$ cat src/rtl/dmem_responder_pkg.sv
// Shared types and helpers for the data-memory responder.
// Optional feature macro: DMEM_STORE_BUFFER_EN (one-entry posted store buffer).
package dmem_responder_pkg;

  localparam int unsigned DATA_W    = 32;
  localparam int unsigned NUM_LANES = 4;

  typedef enum logic [1:0] {
    S_IDLE = 2'd0,
    S_REQ  = 2'd1,
    S_WAIT = 2'd2,
    S_DONE = 2'd3
  } state_e;

  // Store size codes (func3[1:0])
  localparam logic [1:0] ST_SB = 2'b00;
  localparam logic [1:0] ST_SH = 2'b01;
  localparam logic [1:0] ST_SW = 2'b10;

  // Load size codes (func3)
  localparam logic [2:0] FNC_LB  = 3'b000;
  localparam logic [2:0] FNC_LH  = 3'b001;
  localparam logic [2:0] FNC_LW  = 3'b010;
  localparam logic [2:0] FNC_LBU = 3'b100;
  localparam logic [2:0] FNC_LHU = 3'b101;

  // Byte enables for a store; unknown sizes behave as a full word
  function automatic logic [NUM_LANES-1:0] st_mask(input logic [1:0] size, input logic [1:0] lane);
    case (size)
      ST_SB:   return 4'(4'b0001 << lane);
      ST_SH:   return 4'(4'b0011 << {lane[1], 1'b0});
      default: return 4'b1111;
    endcase
  endfunction

  // Store data replicated across lanes so any lane select picks the right bytes
  function automatic logic [DATA_W-1:0] st_wdata(input logic [1:0] size, input logic [DATA_W-1:0] data);
    case (size)
      ST_SB:   return {4{data[7:0]}};
      ST_SH:   return {2{data[15:0]}};
      default: return data;
    endcase
  endfunction

  function automatic logic st_misaligned(input logic [1:0] size, input logic [1:0] lane);
    case (size)
      ST_SB:   return 1'b0;
      ST_SH:   return lane[0];
      default: return lane != 2'b00;
    endcase
  endfunction

  function automatic logic ld_misaligned(input logic [2:0] size, input logic [1:0] lane);
    case (size)
      FNC_LH, FNC_LHU: return lane[0];
      FNC_LW:          return lane != 2'b00;
      default:         return 1'b0;
    endcase
  endfunction

endpackage

$ cat src/rtl/dmem_responder_load_align.sv
// Selects the addressed byte/half of a raw memory word and sign/zero-extends it.
module dmem_responder_load_align
  import dmem_responder_pkg::*;
(
  input  logic [DATA_W-1:0] word_i,
  input  logic [1:0]        lane_i,
  input  logic [2:0]        ld_size_i,
  output logic [DATA_W-1:0] rdata_o
);

  logic [7:0]  byte_sel;
  logic [15:0] half_sel;

  // Lane extraction and extension; unknown sizes pass the raw word through
  always_comb begin
    byte_sel = word_i[{lane_i, 3'b000} +: 8];
    half_sel = word_i[{lane_i[1], 4'b0000} +: 16];
    rdata_o  = word_i;
    case (ld_size_i)
      FNC_LB:  rdata_o = {{24{byte_sel[7]}}, byte_sel};
      FNC_LBU: rdata_o = {24'b0, byte_sel};
      FNC_LH:  rdata_o = {{16{half_sel[15]}}, half_sel};
      FNC_LHU: rdata_o = {16'b0, half_sel};
      default: rdata_o = word_i;
    endcase
  end

endmodule

$ cat src/rtl/dmem_responder.sv
// Data-memory responder: accepts pipeline load/store commands, runs one
// req/resp transaction at a time to backing memory, returns formatted load data.
// Optional feature macro: DMEM_STORE_BUFFER_EN (stores post and drain in background).
module dmem_responder
  import dmem_responder_pkg::*;
#(
  parameter int unsigned ADDR_W = 32
) (
  input  logic                 clk,
  input  logic                 reset,
  input  logic                 dc_re,
  input  logic                 dc_we,
  input  logic [ADDR_W-1:0]    dc_addr,
  input  logic [DATA_W-1:0]    dc_wdata,
  input  logic [1:0]           st_size,
  input  logic [2:0]           ld_size,
  output logic [DATA_W-1:0]    dc_rdata,
  output logic                 dc_rvalid,
  output logic                 dc_stall,
  output logic                 dc_misalign,
  output logic                 mem_req_valid,
  input  logic                 mem_req_ready,
  output logic                 mem_req_rw,
  output logic [ADDR_W-1:0]    mem_req_addr,
  output logic [DATA_W-1:0]    mem_req_wdata,
  output logic [NUM_LANES-1:0] mem_req_wmask,
  input  logic                 mem_resp_valid,
  input  logic [DATA_W-1:0]    mem_resp_rdata
);

`ifdef DMEM_STORE_BUFFER_EN
  localparam logic SB_EN = 1'b1;
`else
  localparam logic SB_EN = 1'b0;
`endif

  state_e                 state_q, state_d;
  logic                   req_valid_q, req_valid_d;
  logic                   req_rw_q, req_rw_d;
  logic [ADDR_W-1:0]      req_addr_q, req_addr_d;
  logic [DATA_W-1:0]      req_wdata_q, req_wdata_d;
  logic [NUM_LANES-1:0]   req_wmask_q, req_wmask_d;
  logic [1:0]             lane_q, lane_d;
  logic [2:0]             ld_size_q, ld_size_d;
  logic                   posted_q, posted_d;
  logic [DATA_W-1:0]      rdata_q, rdata_d;
  logic                   rvalid_q, rvalid_d;
  logic                   misalign_q, misalign_d;

  logic                   cmd_valid;
  logic                   is_store;
  logic [1:0]             cmd_lane;
  logic                   cmd_mis;
  logic                   stall_c;
  logic [DATA_W-1:0]      align_data;

  assign cmd_valid = dc_re | dc_we;
  assign is_store  = dc_we;
  assign cmd_lane  = dc_addr[1:0];
  assign cmd_mis   = is_store ? st_misaligned(st_size, cmd_lane)
                              : ld_misaligned(ld_size, cmd_lane);

  dmem_responder_load_align u_align (
    .word_i    (mem_resp_rdata),
    .lane_i    (lane_q),
    .ld_size_i (ld_size_q),
    .rdata_o   (align_data)
  );

  // Next-state and next-output computation for the transaction sequencer
  always_comb begin
    state_d     = state_q;
    req_valid_d = req_valid_q;
    req_rw_d    = req_rw_q;
    req_addr_d  = req_addr_q;
    req_wdata_d = req_wdata_q;
    req_wmask_d = req_wmask_q;
    lane_d      = lane_q;
    ld_size_d   = ld_size_q;
    posted_d    = posted_q;
    rdata_d     = rdata_q;
    rvalid_d    = 1'b0;
    misalign_d  = 1'b0;
    case (state_q)
      S_IDLE: begin
        if (cmd_valid) begin
          if (cmd_mis) begin
            misalign_d = 1'b1;
            if (!is_store) rdata_d = '0;
          end else begin
            state_d     = S_REQ;
            req_valid_d = 1'b1;
            req_rw_d    = is_store;
            req_addr_d  = {dc_addr[ADDR_W-1:2], 2'b00};
            req_wdata_d = is_store ? st_wdata(st_size, dc_wdata) : '0;
            req_wmask_d = is_store ? st_mask(st_size, cmd_lane) : '0;
            lane_d      = cmd_lane;
            ld_size_d   = ld_size;
            posted_d    = is_store & SB_EN;
          end
        end
      end
      S_REQ: begin
        if (mem_req_ready) begin
          state_d     = S_WAIT;
          req_valid_d = 1'b0;
        end
      end
      S_WAIT: begin
        if (mem_resp_valid) begin
          if (posted_q) begin
            state_d  = S_IDLE;
            posted_d = 1'b0;
          end else begin
            state_d = S_DONE;
            if (!req_rw_q) begin
              rvalid_d = 1'b1;
              rdata_d  = align_data;
            end
          end
        end
      end
      S_DONE:  state_d = S_IDLE;
      default: state_d = S_IDLE;
    endcase
  end

  // Pipeline hold: blocking transactions stall until DONE; a draining posted
  // store only stalls a new command that arrives behind it
  always_comb begin
    stall_c = 1'b0;
    case (state_q)
      S_IDLE:         stall_c = cmd_valid & ~cmd_mis & ~(is_store & SB_EN);
      S_REQ, S_WAIT:  stall_c = posted_q ? cmd_valid : 1'b1;
      default:        stall_c = 1'b0;
    endcase
  end

  assign dc_stall = reset & stall_c;

  // State and output registers with synchronous active-low reset
  always_ff @(posedge clk) begin
    if (!reset) begin
      state_q     <= S_IDLE;
      req_valid_q <= 1'b0;
      req_rw_q    <= 1'b0;
      req_addr_q  <= '0;
      req_wdata_q <= '0;
      req_wmask_q <= '0;
      lane_q      <= 2'b00;
      ld_size_q   <= 3'b000;
      posted_q    <= 1'b0;
      rdata_q     <= '0;
      rvalid_q    <= 1'b0;
      misalign_q  <= 1'b0;
    end else begin
      state_q     <= state_d;
      req_valid_q <= req_valid_d;
      req_rw_q    <= req_rw_d;
      req_addr_q  <= req_addr_d;
      req_wdata_q <= req_wdata_d;
      req_wmask_q <= req_wmask_d;
      lane_q      <= lane_d;
      ld_size_q   <= ld_size_d;
      posted_q    <= posted_d;
      rdata_q     <= rdata_d;
      rvalid_q    <= rvalid_d;
      misalign_q  <= misalign_d;
    end
  end

  assign dc_rdata      = rdata_q;
  assign dc_rvalid     = rvalid_q;
  assign dc_misalign   = misalign_q;
  assign mem_req_valid = req_valid_q;
  assign mem_req_rw    = req_rw_q;
  assign mem_req_addr  = req_addr_q;
  assign mem_req_wdata = req_wdata_q;
  assign mem_req_wmask = req_wmask_q;

endmodule

$ cat config.mk
export PLATFORM = sky130hd
export DESIGN_NAME = dmem_responder
export DESIGN_NICKNAME = d
export VERILOG_FILES = /design/src/rtl/dmem_responder_pkg.sv /design/src/rtl/dmem_responder_load_align.sv /design/src/rtl/dmem_responder.sv
export SDC_FILE = /design/constraint.sdc
export NUM_CORES = 1
export LEC_CHECK = 0
export BUFFER_PORTS_ARGS = -buffer_cell sky130_fd_sc_hd__buf_2
export CORE_MARGIN = 2
export CORE_UTILIZATION = 40
export CTS_CLUSTER_SIZE = 40
export DETAILED_ROUTE_END_ITERATION = 16
export PLACE_DENSITY = 0.68
export SYNTH_ARGS = -nofsm -noshare
export SYNTH_HDL_FRONTEND = slang
export SYNTH_SLANG_ARGS = --single-unit
$ cat constraint.sdc
create_clock -name clk -period 6.1 [get_ports clk]
set_input_delay 1.22 -clock clk [delete_from_list [all_inputs] [get_ports clk]]
set_output_delay 1.22 -clock clk [all_outputs]
set_load 0.01 [all_outputs]
==> results of run 1 <==
==> worst max-delay path: stages <==
cell,delay (ns)
buf_2,0.11
nor3b_1,0.50
or4_4,0.52
o21ai_0,0.23
o211a_1,0.25
buf_2,0.14
==> state kept, by name, indices dropped and copies added, names as in the netlist <==
register	count
dc_misalign	1
dc_rdata	32
dc_rvalid	1
lane_q	2
ld_size_q	3
mem_req_addr	30
mem_req_rw	1
mem_req_valid	1
mem_req_wdata	32
mem_req_wmask	4
state_q	2
==> cells by family after synthesis <==
family | share of synthesized area [%]
adders and majority gates | 0.931
buffers and inverters | 6.82
muxes | 13.1
and+or+nand+nor | 8.01
DFF | 40.6
AOI/OAI and AO/OA | 30.4
other | 0.0698
xor gates and xnor gates | 0.163
==> metrics by stage <==
stage / cell area (um^2) / utilization [%]
finish: 6760 / 51.3
global placement: 6440 / 48.8
CTS: 6760 / 51.3
detailed placement: 6440 / 48.8
global route: 6760 / 51.3
floorplan: 5380 / -
==> final timing paths <==
path | start | endpoint | slack (ns) | depth (start not counted)
hold reg to reg | dc_rdata[12] | dc_rdata[12] | 0.46 | 2
hold / removal | dc_rdata[12] | dc_rdata[12] | 0.46 | 2
setup / recovery | ld_size[2] | dc_stall | 1.91 | 6
setup reg to reg | state_q[0] | mem_req_wdata[27] | 3.10 | 7
==> layer usage <==
metal	GRT usage, %	wire length [um]	vias to the layer above
met1	28.7	7430	2525
met4	9.26	326	2
met5	0	8	-
met3	4.18	1140	24
li1	-	-	2528
met2	34.4	7370	239
==> layout make-up <==
cell class	count	area, um^2	area share (%)
Clock buffer	10	239	3.53
Clock inverter	6	86.3	1.28
Inverter	20	75.1	1.11
Multi-Input combinational cell	386	2850	42.2
Sequential cell	109	2180	32.3
Tap cell	176	220	3.26
Timing Repair Buffer	217	1110	16.4
==> cell usage in the layout, fill, tap and decap left out, types with 4 or more instances in the layout <==
cell       Yosys  routed
mux2i_1       60      60
nor2b_1        4       4
nand2_1       51      51
inv_1         20      20
o21ai_0       14      14
ha_1           4       4
a22oi_1       16      16
a21oi_1       43      43
buf_2         14     209
nor2_1        16      16
o2111ai_1     35      35
nand2b_1       4       4
a221o_1       12      12
o211ai_1      36      36
buf_4          2       8
o22ai_1        9       8
o2bb2ai_1     18      18
a22o_1        16      16
dfxtp_1      109     109
o221ai_1       4       4
clkbuf_16      0       9
mux2_2         7       7
==> where the power goes <==
part	switching, W	internal, W
clock	0.000268	0.000370
combinational	0.000538	0.000341
sequential	0.0000769	0.000814
total	0.000883	0.00153
==> cell usage after synthesis (16+ instances only) <==
cell       number  area share (%)
nor2_1         16             1.1
mux2i_1        60              11
o211ai_1       36             5.0
nand2_1        51             3.6
inv_1          20             1.4
o2bb2ai_1      18             2.9
a22oi_1        16             2.2
clkbuf_1       40             2.8
a21oi_1        43             4.0
o2111ai_1      35             5.7
dfxtp_1       109              41
a22o_1         16             2.6
==> flow_metrics.py, run 1 <==
metrics = {
    "worst_setup_path": {
        "crit_path_end_kind": "primary output",
        "cp.arrival_ns": 2.97,
        "required_ns": 4.88,
        "startpoint_type": "input pin",
        "worstPathMaxFanout": 39,
        "crit_type": "in -> out",
    },
    "die": {
        "coreArea_um2": 13200,
        "initial_core_util_pct": 40.8,
        "pin_count": 212,
        "die_area_um2": 14400,
        "die_y_um": 120,
        "fp.dieW_um": 120,
        "fp-row-count": 42,
    },
    "power": {
        "vdd_drop_max_mv": 0.196,
        "power_leakage_nw": 2.94,
        "p_total_w": 0.00241,
        "p_per_area_nw_per_um2": 356,
    },
    "cts": {
        "cts.sinks": 109,
        "insertion_delay_ns": 0.35,
        "cts-root-buf": "clkbuf_16",
        "cts_hold_repair.buffers": 0,
        "htree_num_levels": 3,
        "clock_path_buffers": 2,
        "clk_pin_slew_ns": 0.07,
        "tritoncts": "yes",
        "postCtsSetupRepairBufs": 0,
        "cts_buffers": 9,
        "cts_resized": 0,
    },
    "status": {
        "outcome": "complete, no violations",
    },
    "route": {
        "drt_iter0_markers": 332,
        "routed-via-count": 5318,
        "wire_per_inst_um": 17.6,
        "firstDrtPassIters": 5,
        "drtAntennaViolNets": 0,
        "wirelength_um": 16300,
        "drc": 0,
        "vias_per_cell": 5.76,
    },
    "logic_synthesis": {
        "synth_edf_count": 0,
        "synth_area_um2": 5380,
        "post_synth_num_cell_types": 50,
        "synthCells": 579,
        "async_flop_share_pct": 0,
        "synth_ff_type": "dfxtp_1",
        "yosysWarnings": 0,
        "syn_area_per_cell_um2": 9.28,
        "ys_ff_latch": 109,
        "seq_area_frac_synth_pct": 40.6,
    },
    "grt": {
        "grt_max_degree": 46,
        "antenna_found_initial": 1,
        "track_usage_pct": 21.7,
        "grt-ovfl-total": 0,
        "grt_pass1_wl_um": 24900,
        "grt_pass1_vias": 4936,
    },
    "timing": {
        "finalClockSkew_ns": 0.00630,
        "fmax_mhz": 239,
        "hold_ws_ns": 0.456,
        "setup_viol_count_final": 0,
        "finalHoldViolCount": 0,
        "fin_ws_ns": 1.91,
        "max-slew-margin-rel_pct": 21.5,
        "tightest_slew_ns": 1.18,
        "post-route-period-util_pct": 68.6,
        "tns_ns": 0,
        "rsz0062_at_grt": "false",
        "period_minus_slack_ns": 4.19,
        "slew_viol_final": 0,
    },
    "job": {
        "drv_cap": 0,
    },
    "place": {
        "dp_slack_ns": 1.93,
        "io_buffers": 209,
        "gp_congestion": 0.885,
        "dp_hpwl_um": 11400,
        "place_inst": 908,
    },
    "hold_path": {
        "holdCritPathClass": "reg -> reg",
    },
    "final_layout": {
        "diodes": 0,
        "syn2layout_area_growth_pct": 25.8,
        "drive_above_1_share_pct": 33.6,
        "finalNonFillerCells": 924,
        "nets": 854,
        "fillers": 1235,
    },
}
Power figures use the tool's default switching activity.
==> run 2, diff against run 1 <==
- clock period: 6.1 -> 3.9 ns (I/O delays scaled with it)
==> flow_metrics.py, run 2 (synthesized netlist as in run 1, its figures left out) <==
metrics = {
    "status": {
        "outcome": "complete, no violations",
    },
    "die": {
        "coreArea_um2": 13200,
        "fp.dieW_um": 120,
        "initial_core_util_pct": 40.8,
        "pin_count": 212,
        "fp-row-count": 42,
        "die_area_um2": 14400,
        "die_y_um": 120,
    },
    "timing": {
        "rsz0062_at_grt": "false",
        "hold_ws_ns": 0.452,
        "tightest_slew_ns": 1.15,
        "slew_viol_final": 0,
        "period_minus_slack_ns": 2.99,
        "post-route-period-util_pct": 76.6,
        "finalClockSkew_ns": 0.00763,
        "max-slew-margin-rel_pct": 23.1,
        "setup_viol_count_final": 0,
        "fmax_mhz": 335,
        "finalHoldViolCount": 0,
        "tns_ns": 0,
    },
    "cts": {
        "cts_resized": 0,
        "cts.sinks": 109,
        "insertion_delay_ns": 0.35,
        "postCtsSetupRepairBufs": 0,
        "clk_pin_slew_ns": 0.07,
        "clock_path_buffers": 2,
        "htree_num_levels": 3,
        "tritoncts": "yes",
        "cts_buffers": 9,
        "cts-root-buf": "clkbuf_16",
        "cts_hold_repair.buffers": 0,
    },
    "final_layout": {
        "most-common-layout-cells": "buf_2 (209), dfxtp_1 (109), mux2i_1 (60), nand2_1 (51), a21oi_1 (43)",
        "drive_above_1_share_pct": 33.8,
        "diodes": 0,
        "fillers": 1244,
        "final_common_cell": "buf_2",
        "seq_area_um2": 2180,
        "syn2layout_area_growth_pct": 26.3,
        "nets": 858,
        "multiInputGateArea_um2": 2850,
    },
    "worst_setup_path": {
        "crit_path_end_kind": "primary output",
        "worst_path_max_delay_cell": "buf_2",
        "ff2ff_setup_slack_ns": 1.26,
        "crit_top_cell": "buf_2",
        "worstPathMaxFanout": 30,
        "r2r_start": "state_q[0]",
        "required_ns": 3.12,
        "startpoint_type": "input pin",
        "crit_start": "st_size[1]",
        "cp.arrival_ns": 2.21,
        "crit_type": "in -> out",
        "crit_chain": "buf_2 > nand2b_1 > o22a_1 > o21ai_0 > o211a_1 > buf_2",
        "critical-path-max-stage-delay_ns": 0.49,
    },
    "route": {
        "wirelength_um": 16500,
        "routed-via-count": 5382,
        "wire_per_inst_um": 17.8,
        "drc": 0,
        "drtAntennaViolNets": 0,
        "firstDrtPassIters": 5,
        "vias_per_cell": 5.80,
        "drt_iter0_markers": 377,
    },
    "hold_path": {
        "hold_start": "dc_rdata[31]",
        "holdCritPathClass": "reg -> reg",
    },
    "place": {
        "dp_hpwl_um": 11600,
        "gp_congestion": 0.867,
        "io_buffers": 209,
    },
    "grt": {
        "grt_max_degree": 45,
        "grt_pass1_vias": 5046,
        "track_usage_pct": 22.3,
        "grt_pass1_wl_um": 25800,
        "grt-ovfl-total": 0,
        "antenna_found_initial": 1,
    },
    "power": {
        "internal_power_w": 0.00240,
        "swShare_pct": 36.6,
        "p_switching_w": 0.00139,
        "power_leakage_nw": 2.96,
        "vdd_drop_max_mv": 0.279,
        "p_seq_share_pct": 36.8,
        "power_frac_clock_pct": 26.5,
        "p_per_area_nw_per_um2": 557,
        "power_frac_comb_pct": 36.8,
    },
    "job": {
        "drv_cap": 0,
    },
}
-- run 2: changes by cell type in the layout (fill, tap and decap cells not counted) --
cell	change
buf_4	+4
clkbuf_1	+1
clkinv_2	-1
clkinv_4	-1
inv_6	+1
-- run 2: area by class of cell --
class	count	share of cell area, %
Sequential cell	109	32.1
Clock buffer	11	3.57
Clock inverter	5	1.20
Multi-Input combinational cell	386	42.0
Inverter	20	1.11
Timing Repair Buffer	221	16.7
Tap cell	176	3.24
-- run 2: power groups by stage --
stage,Combinational [W],Clock (W),Sequential (W)
floorplan,0.000917,0,0.00144
global route,0.00152,0.00106,0.00141
CTS,0.00139,0.00102,0.00139
detailed placement,0.00138,0,0.00141
finish,0.00139,0.00100,0.00139
global placement,0.00135,0,0.00141
-- run 2: final timing paths --
kind,end,cells after the start
min,dc_rdata[31],2
max reg2reg,dc_rdata[27],6
max,dc_stall,6
min reg2reg,dc_rdata[31],2
-- run 2: routing by layer --
metal	part of all wire (%)	global-route usage, %
met1	45	29.4
met2	46	35.2
met3	7.2	5.47
met4	2.2	8.46
met5	0.097	0
-- run 2: metrics by stage --
stage / area, um^2 / instances / power [W] / util [%] / worst slack (ns)
after floorplan: 5380 / 580 / 0.00236 / - / 1.09
after global placement: 6470 / 912 / 0.00276 / 49.0 / 0.957
after detailed placement: 6470 / 912 / 0.00280 / 49.0 / 0.937
after CTS: 6790 / 928 / 0.00379 / 51.5 / 0.925
after global routing: 6790 / 928 / 0.00399 / 51.5 / 0.821
final: 6790 / 928 / 0.00378 / 51.5 / 0.913
-- run 2: critical path: cells and delay by family --
kind | cells | cell delay, ns
AND/OR/NAND/NOR | 1 | 0.25
AO/OA/AOI/OAI | 3 | 0.54
buffers and inverters | 2 | 0.63
==> run 3, diff against run 2 <==
- ABC_AREA: default -> 1
- clock period: 3.9 -> 2.9 ns (I/O delays scaled with it)
==> flow_metrics.py, run 3 <==
metrics = {
    "status": {
        "outcome": "complete, no violations",
    },
    "cts": {
        "insertion_delay_ns": 0.37,
        "postCtsSetupRepairBufs": 0,
        "cts_resized": 0,
        "cts.sinks": 109,
        "cts_buffers": 9,
        "clk_pin_slew_ns": 0.08,
        "clock_path_buffers": 2,
        "tritoncts": "yes",
        "cts_hold_repair.buffers": 0,
        "htree_num_levels": 3,
        "cts-root-buf": "clkbuf_16",
    },
    "grt": {
        "met1_usage_pct": 28.7,
        "grt_max_degree": 77,
        "track_usage_pct": 22.9,
        "busiest_layer": "met2",
        "grtUsageMet3_pct": 7.92,
        "grt-ovfl-total": 0,
        "grt_pass1_vias": 5436,
        "grt_pass1_wl_um": 26600,
        "antenna_found_initial": 3,
        "met2_usage_pct": 36.5,
    },
    "timing": {
        "setup_viol_count_final": 0,
        "finalHoldViolCount": 0,
        "finalClockSkew_ns": 0.0101,
        "hold_ws_ns": 0.460,
        "tns_ns": 0,
        "rsz0062_at_grt": "false",
        "max-slew-margin-rel_pct": 62.8,
        "fin_ws_ns": 0.594,
        "slew_viol_final": 0,
        "period_minus_slack_ns": 2.31,
        "tightest_slew_ns": 0.557,
        "post-route-period-util_pct": 79.5,
        "fmax_mhz": 434,
    },
    "worst_setup_path": {
        "crit_start": "state_q[1]",
        "startpoint_type": "flop",
        "crit_type": "reg -> out",
        "required_ns": 2.32,
        "crit_path_end_kind": "primary output",
        "cp.arrival_ns": 1.73,
        "r2r_start": "state_q[1]",
        "worstPathMaxFanout": 20,
    },
    "route": {
        "routed-via-count": 5824,
        "drc": 0,
        "vias_per_cell": 4.89,
        "firstDrtPassIters": 7,
        "wirelength_um": 16500,
        "drtAntennaViolNets": 0,
        "wire_per_inst_um": 13.9,
        "drt_iter0_markers": 451,
    },
    "die": {
        "die_area_um2": 14500,
        "coreArea_um2": 13200,
        "initial_core_util_pct": 41.0,
        "fp-row-count": 42,
        "pin_count": 212,
        "fp.dieW_um": 120,
        "die_y_um": 120,
    },
    "final_layout": {
        "nets": 1121,
        "final_common_cell": "nand2_1",
        "drive_above_1_share_pct": 25.6,
        "fin_util_pct": 52.0,
        "most-common-layout-cells": "nand2_1 (223), buf_2 (209), a21oi_1 (118), dfxtp_1 (109), nor2_1 (98)",
        "seq_area_um2": 2180,
        "fillers": 1406,
        "multiInputGateArea_um2": 2670,
        "syn2layout_area_growth_pct": 26.9,
    },
    "logic_synthesis": {
        "synthCells": 828,
        "synth_edf_count": 0,
        "synth_ff_type": "dfxtp_1",
        "yosysTopAreaCellShare_pct": 40.2,
        "syn_area_per_cell_um2": 6.55,
        "ys_top_cells_by_area": "dfxtp_1 (40%), nand2_1 (15%), a21oi_1 (11%), nor2_1 (6.8%), inv_1 (5.3%)",
        "seq_area_frac_synth_pct": 40.2,
        "yosysWarnings": 0,
        "post_synth_num_cell_types": 27,
        "ys_ff_latch": 109,
        "synth_area_um2": 5420,
        "synthTopCellsByCount": "nand2_1 (223), a21oi_1 (118), dfxtp_1 (109), nor2_1 (98), inv_1 (76)",
        "async_flop_share_pct": 0,
        "synth.most_common_cell": "nand2_1",
        "yosys.area.top_type": "dfxtp_1",
    },
    "hold_path": {
        "hold_start": "mem_req_wdata[29]",
        "holdCritPathClass": "reg -> reg",
    },
    "power": {
        "p_per_area_nw_per_um2": 917,
        "vdd_drop_max_mv": 0.458,
        "p_total_w": 0.00631,
        "power_leakage_nw": 3.50,
    },
    "place": {
        "gp_congestion": 0.857,
        "dp_slack_ns": 0.677,
        "dp_hpwl_um": 11700,
        "io_buffers": 209,
    },
    "job": {
        "drv_cap": 0,
    },
}
[run 3: cell types whose count changed after synthesis, moves of 45 or more]
cell / previous run / this run
nand2_1: 51 / 223
inv_1: 20 / 76
nor2_1: 16 / 98
mux2i_1: 60 / 0
nand3_1: 2 / 47
a21oi_1: 43 / 118
[run 3: logic make-up (layout without fill, tap and decap cells)]
family,count (synthesis),after routing,synth area share (%)
compound gates,160,160,15.0
other cells,1,3,0.0691
simple gates,420,420,33.1
flops,109,109,40.2
buf+inv,134,320,10.7
fa+ha+maj,4,4,0.923
[run 3: area by class of cell]
class | count | share of cell area, %
clock buffer | 9 | 3.27
sequential | 109 | 31.7
antenna | 1 | 0.0364
timing repair buffer | 224 | 17.4
inverter | 80 | 4.36
tap | 176 | 3.20
multi-input combinational | 586 | 38.7
clock inverter | 7 | 1.33
[run 3: power breakdown]
part           switching, W  internal, W
registers          0.000204      0.00189
logic               0.00185      0.00104
clock network      0.000631     0.000694
[run 3: per-stage QoR]
step           cell area [um^2]  std cells
2_1_floorplan              5430        829
3_3_place_gp               6570       1175
3_5_place_dp               6570       1175
4_1_cts                    6880       1191
5_1_grt                    6880       1191
6_report                   6880       1192
[run 3: worst paths after layout]
| check | endpoint | slack [ns] | cells after the start |
|---|---|---|---|
| min | mem_req_wdata[29] | 0.46 | 2 |
| max reg2reg | dc_rdata[5] | 0.73 | 12 |
| min reg2reg | mem_req_wdata[29] | 0.46 | 2 |
| max | dc_stall | 0.59 | 8 |
[run 3: routing by layer]
| layer | wire length [um] | share of wire [%] | vias to the layer above |
|---|---|---|---|
| met5 | 23 | 0.14 | - |
| met4 | 254 | 1.5 | 4 |
| met3 | 1550 | 9.4 | 22 |
| met2 | 7630 | 46 | 200 |
| met1 | 7080 | 43 | 2579 |
| li1 | - | - | 3019 |
[run 3: worst max-delay path, stage by stage, from the launching register on]
cell and delay [ns]:
dfxtp_1 0.35, inv_1 0.09, ha_1 0.19, buf_4 0.26
nand3_2 0.14, nand2_1 0.08, nand2_1 0.04, nor2_1 0.08
buf_2 0.14
